--- src/rtl/axil_pkg.sv ---
// Shared definitions for the AXI4-Lite timer: response codes, register map, bus FSM states.
// Latency: n/a (types and constants only).
// Backpressure: n/a.
package axil_pkg;

    localparam logic [1:0] RESP_OKAY   = 2'b00;
    localparam logic [1:0] RESP_SLVERR = 2'b10;

    typedef enum logic [2:0] {
        REG_CTRL     = 3'd0,
        REG_STATUS   = 3'd1,
        REG_COUNT    = 3'd2,
        REG_COMPARE  = 3'd3,
        REG_PRESCALE = 3'd4,
        REG_SCRATCH  = 3'd5,
        REG_RSVD6    = 3'd6,
        REG_RSVD7    = 3'd7
    } reg_off_e;

    localparam int CTRL_EN         = 0;
    localparam int CTRL_AUTORELOAD = 1;
    localparam int CTRL_IRQ_EN     = 2;

    typedef enum logic {WR_IDLE, WR_RESP} wr_state_e;
    typedef enum logic {RD_IDLE, RD_DATA} rd_state_e;

    function automatic logic [31:0] merge_bytes(input logic [31:0] old_val,
                                                input logic [31:0] new_val,
                                                input logic [3:0]  strb);
        logic [31:0] res;
        for (int i = 0; i < 4; i++) begin
            res[i*8 +: 8] = strb[i] ? new_val[i*8 +: 8] : old_val[i*8 +: 8];
        end
        return res;
    endfunction

endpackage

--- src/rtl/axil_timer_slave_timer_core.sv ---
// Prescaled 32-bit up-counter with compare match and optional auto-reload.
// Latency: count/match update one cycle after a tick or a load strobe.
// Backpressure: none; loads and clears are single-cycle strobes that always take effect.
module timer_core #(
    parameter int PRE_W = 16
) (
    input  logic             clk,
    input  logic             reset,
    input  logic             en,
    input  logic             autoreload,
    input  logic [PRE_W-1:0] prescale,
    input  logic             prescale_clr,
    input  logic [31:0]      compare,
    input  logic             count_ld,
    input  logic [31:0]      count_ld_val,
    input  logic             match_clr,
    output logic [31:0]      count,
    output logic             match
);

    logic [PRE_W-1:0] pre_cnt_q, pre_cnt_d;
    logic [31:0]      count_q, count_d;
    logic             match_q, match_d;
    logic             tick;
    logic             hit;

    assign tick = en && (pre_cnt_q == prescale);
    assign hit  = tick && (count_q == compare);

    always_comb begin
        pre_cnt_d = pre_cnt_q;
        count_d   = count_q;
        match_d   = match_q;

        if (prescale_clr || tick) begin
            pre_cnt_d = '0;
        end else if (en) begin
            pre_cnt_d = pre_cnt_q + 1'b1;
        end

        // A bus load overrides whatever the tick would have done this cycle.
        if (count_ld) begin
            count_d = count_ld_val;
        end else if (tick) begin
            count_d = (hit && autoreload) ? 32'h0 : count_q + 32'h1;
        end

        if (match_clr) begin
            match_d = 1'b0;
        end
        if (hit) begin
            match_d = 1'b1;
        end
    end

    always_ff @(posedge clk) begin
        if (reset) begin
            pre_cnt_q <= '0;
            count_q   <= '0;
            match_q   <= 1'b0;
        end else begin
            pre_cnt_q <= pre_cnt_d;
            count_q   <= count_d;
            match_q   <= match_d;
        end
    end

    assign count = count_q;
    assign match = match_q;

endmodule

--- src/rtl/axil_timer_slave.sv ---
// AXI4-Lite timer peripheral: register file, write/read channel FSMs, timer_core instance.
// Latency: write response one cycle after both AW and W are held; read data one cycle after AR.
// Backpressure: AW/W stall while a response is pending; AR stalls until the R beat drains.
module axil_timer_slave
    import axil_pkg::*;
#(
    parameter int ADDR_W = 32,
    parameter int DATA_W = 32,
    parameter int PRE_W  = 16
) (
    input  logic                clk,
    input  logic                reset,
    input  logic [ADDR_W-1:0]   s_axi_awaddr,
    input  logic [2:0]          s_axi_awprot,
    input  logic                s_axi_awvalid,
    output logic                s_axi_awready,
    input  logic [DATA_W-1:0]   s_axi_wdata,
    input  logic [DATA_W/8-1:0] s_axi_wstrb,
    input  logic                s_axi_wvalid,
    output logic                s_axi_wready,
    output logic [1:0]          s_axi_bresp,
    output logic                s_axi_bvalid,
    input  logic                s_axi_bready,
    input  logic [ADDR_W-1:0]   s_axi_araddr,
    input  logic [2:0]          s_axi_arprot,
    input  logic                s_axi_arvalid,
    output logic                s_axi_arready,
    output logic [DATA_W-1:0]   s_axi_rdata,
    output logic [1:0]          s_axi_rresp,
    output logic                s_axi_rvalid,
    input  logic                s_axi_rready,
    output logic                irq
);

    wr_state_e        wr_state_q, wr_state_d;
    logic             aw_held_q, aw_held_d;
    logic [2:0]       awoff_q, awoff_d;
    logic             w_held_q, w_held_d;
    logic [31:0]      wdata_q, wdata_d;
    logic [3:0]       wstrb_q, wstrb_d;
    logic [1:0]       bresp_q, bresp_d;

    rd_state_e        rd_state_q, rd_state_d;
    logic [31:0]      rdata_q, rdata_d;
    logic [1:0]       rresp_q, rresp_d;

    logic [2:0]       ctrl_q, ctrl_d;
    logic [31:0]      compare_q, compare_d;
    logic [31:0]      scratch_q, scratch_d;
    logic [PRE_W-1:0] prescale_q, prescale_d;

    logic [31:0]      count;
    logic             match;
    logic             count_ld;
    logic [31:0]      count_ld_val;
    logic             match_clr;
    logic             prescale_clr;

    logic             aw_hs, w_hs, ar_hs;
    logic             wr_commit;
    reg_off_e         wr_off, rd_off;
    logic [31:0]      pre_merged;
    logic [31:0]      rd_val;
    logic             rd_err;
    logic             unused_ok;

    assign s_axi_awready = (wr_state_q == WR_IDLE) && !aw_held_q && !reset;
    assign s_axi_wready  = (wr_state_q == WR_IDLE) && !w_held_q && !reset;
    assign s_axi_bvalid  = (wr_state_q == WR_RESP);
    assign s_axi_bresp   = bresp_q;
    assign s_axi_arready = (rd_state_q == RD_IDLE) && !reset;
    assign s_axi_rvalid  = (rd_state_q == RD_DATA);
    assign s_axi_rdata   = rdata_q;
    assign s_axi_rresp   = rresp_q;
    assign irq           = match && ctrl_q[CTRL_IRQ_EN];

    assign aw_hs  = s_axi_awvalid && s_axi_awready;
    assign w_hs   = s_axi_wvalid && s_axi_wready;
    assign ar_hs  = s_axi_arvalid && s_axi_arready;
    assign wr_off = reg_off_e'(awoff_q);
    assign rd_off = reg_off_e'(s_axi_araddr[4:2]);

    assign unused_ok = &{1'b0, s_axi_awprot, s_axi_arprot,
                         s_axi_awaddr[ADDR_W-1:5], s_axi_awaddr[1:0],
                         s_axi_araddr[ADDR_W-1:5], s_axi_araddr[1:0],
                         pre_merged[31:PRE_W]};

    always_comb begin
        wr_state_d = wr_state_q;
        aw_held_d  = aw_held_q;
        awoff_d    = awoff_q;
        w_held_d   = w_held_q;
        wdata_d    = wdata_q;
        wstrb_d    = wstrb_q;
        bresp_d    = bresp_q;
        wr_commit  = 1'b0;
        case (wr_state_q)
            WR_IDLE: begin
                if (aw_hs) begin
                    aw_held_d = 1'b1;
                    awoff_d   = s_axi_awaddr[4:2];
                end
                if (w_hs) begin
                    w_held_d = 1'b1;
                    wdata_d  = s_axi_wdata;
                    wstrb_d  = s_axi_wstrb;
                end
                if (aw_held_q && w_held_q) begin
                    aw_held_d  = 1'b0;
                    w_held_d   = 1'b0;
                    wr_commit  = 1'b1;
                    wr_state_d = WR_RESP;
                    bresp_d    = (wr_off == REG_RSVD6 || wr_off == REG_RSVD7) ? RESP_SLVERR : RESP_OKAY;
                end
            end
            WR_RESP: begin
                if (s_axi_bready) begin
                    wr_state_d = WR_IDLE;
                end
            end
            default: wr_state_d = WR_IDLE;
        endcase
    end

    always_comb begin
        ctrl_d       = ctrl_q;
        compare_d    = compare_q;
        scratch_d    = scratch_q;
        prescale_d   = prescale_q;
        count_ld     = 1'b0;
        count_ld_val = count;
        match_clr    = 1'b0;
        prescale_clr = 1'b0;
        pre_merged   = merge_bytes(32'(prescale_q), wdata_q, wstrb_q);
        if (wr_commit) begin
            case (wr_off)
                REG_CTRL:     if (wstrb_q[0]) ctrl_d = wdata_q[2:0];
                REG_STATUS:   match_clr = wstrb_q[0] && wdata_q[0];
                REG_COUNT: begin
                    count_ld     = 1'b1;
                    count_ld_val = merge_bytes(count, wdata_q, wstrb_q);
                end
                REG_COMPARE:  compare_d = merge_bytes(compare_q, wdata_q, wstrb_q);
                REG_PRESCALE: begin
                    prescale_d   = pre_merged[PRE_W-1:0];
                    prescale_clr = 1'b1;
                end
                REG_SCRATCH:  scratch_d = merge_bytes(scratch_q, wdata_q, wstrb_q);
                default: ;
            endcase
        end
    end

    // Read data is captured from the pre-edge register values, so a same-cycle write is not visible.
    always_comb begin
        rd_val = 32'h0;
        rd_err = 1'b0;
        case (rd_off)
            REG_CTRL:     rd_val = {29'h0, ctrl_q};
            REG_STATUS:   rd_val = {31'h0, match};
            REG_COUNT:    rd_val = count;
            REG_COMPARE:  rd_val = compare_q;
            REG_PRESCALE: rd_val = 32'(prescale_q);
            REG_SCRATCH:  rd_val = scratch_q;
            default:      rd_err = 1'b1;
        endcase
    end

    always_comb begin
        rd_state_d = rd_state_q;
        rdata_d    = rdata_q;
        rresp_d    = rresp_q;
        case (rd_state_q)
            RD_IDLE: begin
                if (ar_hs) begin
                    rdata_d    = rd_val;
                    rresp_d    = rd_err ? RESP_SLVERR : RESP_OKAY;
                    rd_state_d = RD_DATA;
                end
            end
            RD_DATA: begin
                if (s_axi_rready) begin
                    rd_state_d = RD_IDLE;
                end
            end
            default: rd_state_d = RD_IDLE;
        endcase
    end

    always_ff @(posedge clk) begin
        if (reset) begin
            wr_state_q <= WR_IDLE;
            aw_held_q  <= 1'b0;
            awoff_q    <= '0;
            w_held_q   <= 1'b0;
            wdata_q    <= '0;
            wstrb_q    <= '0;
            bresp_q    <= '0;
            rd_state_q <= RD_IDLE;
            rdata_q    <= '0;
            rresp_q    <= '0;
            ctrl_q     <= '0;
            compare_q  <= '0;
            scratch_q  <= '0;
            prescale_q <= '0;
        end else begin
            wr_state_q <= wr_state_d;
            aw_held_q  <= aw_held_d;
            awoff_q    <= awoff_d;
            w_held_q   <= w_held_d;
            wdata_q    <= wdata_d;
            wstrb_q    <= wstrb_d;
            bresp_q    <= bresp_d;
            rd_state_q <= rd_state_d;
            rdata_q    <= rdata_d;
            rresp_q    <= rresp_d;
            ctrl_q     <= ctrl_d;
            compare_q  <= compare_d;
            scratch_q  <= scratch_d;
            prescale_q <= prescale_d;
        end
    end

    timer_core #(.PRE_W(PRE_W)) u_timer_core (
        .clk          (clk),
        .reset        (reset),
        .en           (ctrl_q[CTRL_EN]),
        .autoreload   (ctrl_q[CTRL_AUTORELOAD]),
        .prescale     (prescale_q),
        .prescale_clr (prescale_clr),
        .compare      (compare_q),
        .count_ld     (count_ld),
        .count_ld_val (count_ld_val),
        .match_clr    (match_clr),
        .count        (count),
        .match        (match)
    );

endmodule

--- config.mk ---
export PLATFORM = sky130hd
export DESIGN_NAME = axil_timer_slave
export DESIGN_NICKNAME = d
export VERILOG_FILES = /design/src/rtl/axil_pkg.sv /design/src/rtl/axil_timer_slave_timer_core.sv /design/src/rtl/axil_timer_slave.sv
export SDC_FILE = /design/constraint.sdc
export NUM_CORES = 1
export LEC_CHECK = 0
export BUFFER_PORTS_ARGS = -buffer_cell sky130_fd_sc_hd__clkbuf_2
export CORE_ASPECT_RATIO = 1.4
export CORE_UTILIZATION = 34
export DETAILED_ROUTE_END_ITERATION = 7
export PLACE_DENSITY = 0.56
export SYNTH_ARGS = -nofsm -noshare
export SYNTH_HDL_FRONTEND = slang
export SYNTH_HIERARCHICAL = 1
export SYNTH_SLANG_ARGS = --single-unit
export TNS_END_PERCENT = 10
--- constraint.sdc ---
create_clock -name clk -period 3.12 [get_ports clk]
set_input_delay 0.312 -clock clk [delete_from_list [all_inputs] [get_ports clk]]
set_output_delay 0.312 -clock clk [all_outputs]
set_load 0.03 [all_outputs]
; Word-level counts from Yosys, hierarchy flattened
; Index checks and enable logic that the tools add are counted.
[classes]
add_sub_neg = 2
n_eq_ne = 20
n_mux = 31
bitwise_logic = 2
n_reduce_logical = 48
[ops]
columns = operator, n
row1 = $pmux W32 S6, 1
row2 = $mux W32, 5
row3 = $reduce_and A3 Y1, 11
row4 = $add A32 B1 Y32 const B, 1
row5 = $eq A32 B32 Y1, 1
row6 = $mux W8, 4
row7 = $eq A3 B3 Y1 const B, 6
row8 = $mux W1, 17
row9 = $add A16 B1 Y16 const B, 1
row10 = $eq A16 B16 Y1, 1
row11 = $reduce_and A4 Y1, 4
row12 = $logic_and A1 B1 Y1, 14
row13 = $eq A3 B2 Y1 const B, 4
row14 = $reduce_and A2 Y1, 6
row15 = $ne A2 B2 Y1 const B, 4
row16 = $reduce_bool A2 Y1, 4
row17 = $eq A3 B1 Y1 const B, 2
row18 = $logic_not A3 Y1, 2
row19 = $reduce_or A6 Y1, 1
row20 = $mux W2, 2
row21 = $ne A2 B1 Y1 const B, 2
row22 = $pmux W1 S2, 2
row23 = $logic_not A1 Y1, 3
row24 = $logic_or A1 B1 Y1, 2
row25 = 2 further kinds, 3
[totals]
out_inout_bits = 42
in_bits = 113
register_bits = 211
word_cells = 130

; Logic depth before layout (Yosys ltp)
; Gate-level depths: netlist of run 1.
[depth]
depth_word = 7
mapped_depth = 10
ltp_nobuf = 7

; Hierarchy
; The synthesis of run 1 kept the hierarchy.
[modules_own_cells]
columns = mod, seq_area_each_um2, instances, area_per_inst_um2, cells_each
row1 = axil_timer_slave, 3203.1, 1, 7435.9, 833
row2 = timer_core, 980.9, 1, 3564.7, 471

; Worst setup path before layout of run 1
; OpenSTA, ideal clock, no wires.
[synth_path]
path_kind = flip-flop to flip-flop
from = reg wr_state_q, in the netlist s_axi_bvalid
to = reg u_timer_core.count_q[30], in the netlist u_timer_core/count[30]
path_slack_ps = 875
stages_incl_launch_ff = 10
arrival_ps = 2171
setup_time_ps = 74
required_time_ps = 3046
path_buffers = 5
synth_period_minus_slack_ps = 2245
cell_sequence = dfxtp_1 and4bb_4 buf_6 buf_2 and2_1 clkbuf_1 clkbuf_1 clkbuf_1 nand2_1 a31oi_1
[synth_via]
elab_chain_cells = 4
word_cells_on_any_way = 8
cone_classes = 3 x eq/ne / 3 x mux / 2 x reduce/logical
[synth_rtl]
columns = element, line_no
row1 = from (decl), axil_timer_slave.sv:35  ; wr_state_e wr_state_q, wr_state_d;
row2 = from (signal assigned), axil_timer_slave.sv:207  ; wr_state_q <= wr_state_d;
row3 = $mux W1 *, axil_timer_slave.sv:97  ; case (wr_state_q)
row4 = $mux W1 *, axil_timer_slave.sv:135  ; if (wr_commit) begin
row5 = via count_ld, axil_timer_slave.sv:54  ; logic count_ld;
row6 = "$ne A2 B2 Y1 (no line), or another cell as far along", -
row7 = $reduce_and A4 Y1 (no line), -
row8 = to (signal assigned), axil_timer_slave_timer_core.sv:63  ; count_q <= count_d;
row9 = to (decl), axil_timer_slave_timer_core.sv:22  ; logic [31:0] count_q, count_d;
; The timed path passes the listed nets; every way through them passes the cells marked *.
; A chain may end at the register's enable or synchronous reset.

; Final worst setup path of run 1
[layout_path]
from = reg wr_state_q, in the netlist s_axi_bvalid
to = reg u_timer_core.count_q[19], in the netlist u_timer_core/count[19]
; The elaborated chain is that of the path after synthesis.

==> summary.txt, run 1 <==
Run status
  • Status: finished clean

Routing
  • Average wire per standard cell: 19.8 µm
  • Final ANT Viol Nets: 0
  • DRT iter0 DRCs: 625
  • Routed Wire Length: 34,900 µm
  • Vias per cell: 5.65
  • Vias: 9,948
  • Pre-antenna DRT Iters: 7
  • DRC Markers: 0

CTS
  • Post_cts resized: 0
  • TritonCTS clock tree: built
  • CTS clk-pin slew, worst paths: approximately 60 ps
  • Worst-case clock buffer depth: 3
  • Htree depth: 1
  • Clock sinks: 209
  • Root Driver: clkbuf_16
  • Inserted Clock Buffers: 24
  • Post-CTS Setup Repair Bufs: 0
  • Worst-skew pair later-pin latency: approximately 530 ps
  • Hold_buf cts: 19

Yosys
  • Number of library cell types mapped by synthesis: 67
  • Mux share of post-synthesis cell area: 0.0846
  • Synth Flop Type: dfxtp_1
  • Compound-Gate Fraction of Synth Area: 0.187
  • FFs w/ async S/R, synth: 0
  • Largest family of logic cells by synthesized area: simple AND/OR/NAND/NOR gates
  • Simple-Gate Fraction of Synth Area: 0.232
  • EDFF count, synth: 0
  • Synthesized instance count: 1,304
  • Yosys warning total: 6
  • Top cell type's share of synthesized area: 0.380
  • #FFs+latches synth: about 210
  • Cell Area, Synth: around 11,000 µm²
  • Adder-Cell Fraction of Synth Area: 0.00227
  • Top post-synthesis cells by area: dfxtp_1 38%, a21oi_1 5.6%, o21ai_0 5.0%
  • Mean area per synthesized cell: 8.44 µm²
  • Post-Synth XOR/XNOR Area: 0.0525
  • Post-synthesis sequential area ratio: 0.380
  • Leading area contributor after synthesis: dfxtp_1

Global routing
  • First-pass GRT wire length: between 50,000 and 60,000 µm
  • Largest net degree at the start of global routing: 70
  • Initial antenna violation count: 0
  • Vias in the first global route: 9,486
  • Total GRT Usage: 0.210
  • Overflow after GRT: 0

Floorplanning
  • Rows: slightly below 80
  • Core Area: 31,700 µm²
  • Die ar.: 33,100 µm²
  • Die height: 215 µm
  • Initial Util: 0.347
  • Ports: 155
  • Die width: 154 µm

Worst setup path
  • CP max FO: 24
  • Crit end category: flip-flop
  • Worst path slowest cell: dfxtp_1
  • Startpoint types: flip-flop
  • CP arrival: 3050 ps
  • CP Data Required Time: 3570 ps
  • Setup Crit Path Kind: flip-flop to flip-flop
  • Slowest stage delay, CP: 560 ps
  • Critical Path, Cell by Cell: and4bb_4, and2_2, a31oi_2, buf_4, or4b_1, o21ai_0

Pwr
  • Max IR drop VDD: around 470 µV
  • PD cells: 492 nW/µm²
  • Leakage power: 4.40 nW

Timing
  • Worst Tran Pin Value: 961 ps
  • Max Clock Skew: 11.0 ps
  • Final TNS setup: 0 ps
  • Minimum clock period: about 2600 ps
  • Final hold vios: 0
  • Max frequency: 386 MHz
  • Finish-stage setup viols: 0
  • WHS: 11.2 ps
  • Worst setup margin: 527 ps
  • Slew HR: 0.360
  • Slew Viols, Final: 0
  • Final period util: 0.831
  • Setup repair after global routing missed its margin: no

Finish
  • Design Area, Final: ~13,000 µm²
  • Final #Nets: 1,465
  • Area delta synth->final: 14.0%
  • Commonest non-fill, non-tap cell in the layout: dfxtp_1
  • Post-Layout Cell Count: 1,760
  • Commonest cells after routing, fill and taps aside: 209 x dfxtp_1, 131 x nand2_1, 123 x a21oi_1
  • N_diodes: 0
  • Fillers: 3,192
  • Layout cells sized above 1: 0.155

Placement
  • Cell Count Post-Placement: 1,700
  • Pre-CTS setup slack: 572 ps
  • PortBufs: 88
  • Final GP Congestion: around 0.83
  • Hpwl dp: approximately 25,000 µm
  • Placement Cell Area: 11,600 µm²

Job
  • Max-cap violations: 0

Worst hold path
  • Min-delay worst type: primary input to flip-flop
## cell families (layout without fill, tap and decap cells)
group	count (synthesis)	in the layout
other	1	2
and+or+nand+nor	460	460
DFF	209	209
muxes	83	83
xor gates and xnor gates	66	66
AOI/OAI and AO/OA	350	350
buffers and inverters	133	193
adders and majority gates	2	2
## final cells by class
| class | count | area (µm²) | share of cell area |
|---|---|---|---|
| sequential | 209 | 4180 | 0.334 |
| clock buffer | 31 | 678 | 0.0541 |
| tap | 395 | 494 | 0.0394 |
| timing repair buffer | 143 | 932 | 0.0743 |
| clock inverter | 10 | 53.8 | 0.00429 |
| inverter | 9 | 33.8 | 0.00269 |
| multi-input combinational | 963 | 6170 | 0.492 |
## synthesized netlist by cell type, drive strengths merged (15+ instances only)
library cell / instances
xor2: 29
and2: 20
nor2: 31
mux2i: 51
a22o: 29
o2bb2ai: 19
clkbuf: 62
dfxtp: 209
nand3b: 30
nand3: 101
mux2: 32
buf: 62
nor4: 25
o21ai: 114
nand4: 26
nor3: 15
xnor2: 37
a21oi: 125
a31oi: 29
nand2: 131
## flip-flops by register name (all words and copies together) (netlist names)
register and flops:
aw_held_q 1, prescale_q 16, s_axi_bvalid 1, u_timer_core/count 32
wdata_q 32, u_timer_core/pre_cnt_q 16, s_axi_rdata 32, awoff_q 3
w_held_q 1, s_axi_rvalid 1, scratch_q 32, u_timer_core/match 1
compare_q 32, s_axi_bresp 1, s_axi_rresp 1, ctrl_q 3
wstrb_q 4
## routing by layer
metal / part of all wire / track usage / vias to the layer above / routed length, µm
met2: 0.50 / 0.373 / 259 / 17600
met5: 0 / 0 / - / 0
met3: 0.046 / 0.0252 / 60 / 1620
met4: 0.031 / 0.0730 / 0 / 1070
li1: - / - / 4818 / -
met1: 0.42 / 0.259 / 4811 / 14600
## power by group
| group | leakage, nW | switching, W | internal (W) |
|---|---|---|---|
| Clock | 0.373 | 0.00116 | 0.00153 |
| Sequential | 1.69 | 0.000132 | 0.00274 |
| Combinational | 2.33 | 0.000361 | 0.000258 |
## critical path, delay by kind of cell (launching register included)
family	cells	cell delay, ps
AO/OA/AOI/OAI	2	500
buffers and inverters	1	350
flip-flops	1	560
AND/OR/NAND/NOR	3	1100
## metrics by stage
stage	util	power, W
floorplan	-	0.00331
global placement	0.367	0.00352
detailed placement	0.367	0.00352
CTS	0.396	0.00624
global route	0.396	0.00641
finish	0.396	0.00618
## path summary, 6_finish.rpt
kind                             startpoint                                   to  slack [ps]  cells after the start
setup reg to reg    s_axi_bvalid$_SDFF_PP0_  u_timer_core/count[19]$_SDFFE_PP0P_         530                      6
hold reg to reg   scratch_q[4]$_SDFFE_PP0P_            scratch_q[4]$_SDFFE_PP0P_         470                      2
hold / removal              s_axi_wdata[26]             wdata_q[26]$_SDFFE_PP0P_          10                      3
setup / recovery    s_axi_bvalid$_SDFF_PP0_  u_timer_core/count[19]$_SDFFE_PP0P_         530                      6
No activity file was read; power rests on OpenSTA's default activity.
==> run 2: changes to the inputs <==
- clock period: 3.12 -> 2.7 ns (I/O delays scaled with it)
==> run 2 against run 1 <==
- combinational power increased by 22%
- final cell count increased by 1.9%
- highest routed layer unchanged
- hold slack gained 3.9 ps
- total power is 17% higher
- design area is 2.8% higher
- sequential share of layout area shrank 0.90 points
- sequential power is 15% higher
- count of clock-buffer cells in the layout fell by 1
- core utilization rose by 1.1 points
- non-clock buffer count increased by 34
==> summary.txt, run 2 (synthesized netlist as in run 1, its figures left out) <==
Routing
  • DRC Markers: 0
  • Pre-antenna DRT Iters: 5
  • DRT iter0 DRCs: 712
  • Vias per cell: 5.60
  • Average wire per standard cell: 19.5 µm
  • Final ANT Viol Nets: 0
  • Vias: 10,047
  • Routed Wire Length: 35,100 µm

Worst setup path
  • Top delay family on crit path: simple AND/OR/NAND/NOR gates
  • CP Data Required Time: roughly 3200 ps
  • Crit end category: flip-flop
  • CP arrival: 2880 ps
  • Slowest stage delay, CP: 500 ps
  • CP max FO: 9
  • CP bufs+invs: 1
  • Reg2reg setup slack: between 200 and 300 ps
  • Worst path slowest cell: dfxtp_1
  • Setup Crit Path Kind: flip-flop to flip-flop
  • Startpoint types: flip-flop
  • Critical Path, Cell by Cell: ha_1, and3_1, nand4_1, buf_4, or4_1, nor3_1, o21ai_0, a31oi_1

Run status
  • Status: finished clean

Placement
  • PortBufs: 88
  • Final GP Congestion: 0.881
  • Cell Count Post-Placement: 1,712
  • Pre-CTS setup slack: 304 ps
  • Placement Cell Area: 11,700 µm²
  • Hpwl dp: ~25,000 µm

CTS
  • CTS clk-pin slew, worst paths: roughly 60 ps
  • Hold_buf cts: 41
  • Worst-skew pair later-pin latency: between 500 and 600 ps
  • Post_cts resized: 0
  • Worst-case clock buffer depth: 3
  • TritonCTS clock tree: built
  • Clock sinks: 209
  • Htree depth: 1
  • Root Driver: clkbuf_16
  • Post-CTS Setup Repair Bufs: 0
  • Inserted Clock Buffers: 23

Timing
  • Worst Tran Pin Value: 802 ps
  • Max frequency: 413 MHz
  • Slew HR: 0.464
  • Finish-stage setup viols: 0
  • Slew Viols, Final: 0
  • Final hold vios: 0
  • Max Clock Skew: approximately 10 ps
  • Worst setup margin: about 280 ps
  • Setup repair after global routing missed its margin: no
  • Minimum clock period: around 2400 ps
  • Final period util: 0.898
  • Final TNS setup: 0 ps

Global routing
  • Largest net degree at the start of global routing: between 60 and 70
  • First-pass GRT wire length: 55,100 µm
  • Initial antenna violation count: 0
  • Overflow after GRT: 0
  • Vias in the first global route: 9,658
  • Total GRT Usage: 0.211

Finish
  • Post-Layout Cell Count: about 1,800
  • N_diodes: 0
  • Commonest non-fill, non-tap cell in the layout: dfxtp_1
  • Design Area, Final: around 13,000 µm²
  • Layout cells sized above 1: 0.161
  • Final #Nets: between 1,000 and 1,500
  • Commonest cells after routing, fill and taps aside: 209 x dfxtp_1, 131 x nand2_1, 123 x a21oi_1
  • Area delta synth->final: 17.2%

Pwr
  • PD cells: 559 nW/µm²
  • Max IR drop VDD: between 400 and 500 µV
  • Leakage power: 4.57 nW

Floorplanning
  • Die height: 215 µm
  • Ports: 155
  • Die width: 154 µm
  • Initial Util: 0.347
  • Core Area: 31,700 µm²
  • Rows: 77
  • Die ar.: about 33,000 µm²

Job
  • Max-cap violations: 0

Worst hold path
  • Min-delay worst type: primary input to flip-flop
[run 2: through the flow]
| step | hold slack (ps) | total power (W) | utilization |
|---|---|---|---|
| after global placement | 455 | 0.00407 | 0.370 |
| after detailed placement | 462 | 0.00408 | 0.370 |
| after global routing | 25.3 | 0.00748 | 0.407 |
| after CTS | 6.17 | 0.00727 | 0.407 |
| after floorplan | 370 | 0.00383 | - |
| final | 15.1 | 0.00721 | 0.407 |
[run 2: final cells by class]
type,count,area (µm²)
Multi-Input combinational cell,963,6170
Tap cell,395,494
Clock buffer,30,652
Clock inverter,11,91.3
Timing Repair Buffer,177,1270
Inverter,9,33.8
Fill cell,3156,18800
Sequential cell,209,4180
[run 2: layer usage]
metal	part of all wire	track usage
met1	0.42	0.255
met4	0.040	0.0917
met3	0.040	0.0226
met5	0	0
met2	0.50	0.374
[run 2: worst paths after layout]
kind | cells after the start | startpoint | end
worst min register to register | 2 | scratch_q[22]$_SDFFE_PP0P_ | scratch_q[22]$_SDFFE_PP0P_
worst min-delay path | 3 | s_axi_bready | s_axi_bvalid$_SDFF_PP0_
worst max-delay path | 8 | u_timer_core/count[0]$_SDFFE_PP0P_ | u_timer_core/count[18]$_SDFFE_PP0P_
worst max register to register | 8 | u_timer_core/count[0]$_SDFFE_PP0P_ | u_timer_core/count[18]$_SDFFE_PP0P_
[run 2: tightest hold or removal path, stage by stage]
cell and delay [ps]:
clkbuf_2 70, nand2b_1 90, a21oi_1 60
[run 2: power breakdown]
| part | total [W] | internal (W) | switching, W | leakage, nW |
|---|---|---|---|---|
| clock | 0.00315 | 0.00180 | 0.00135 | 0.376 |
| combinational | 0.000758 | 0.000329 | 0.000429 | 2.50 |
| sequential | 0.00330 | 0.00316 | 0.000141 | 1.69 |
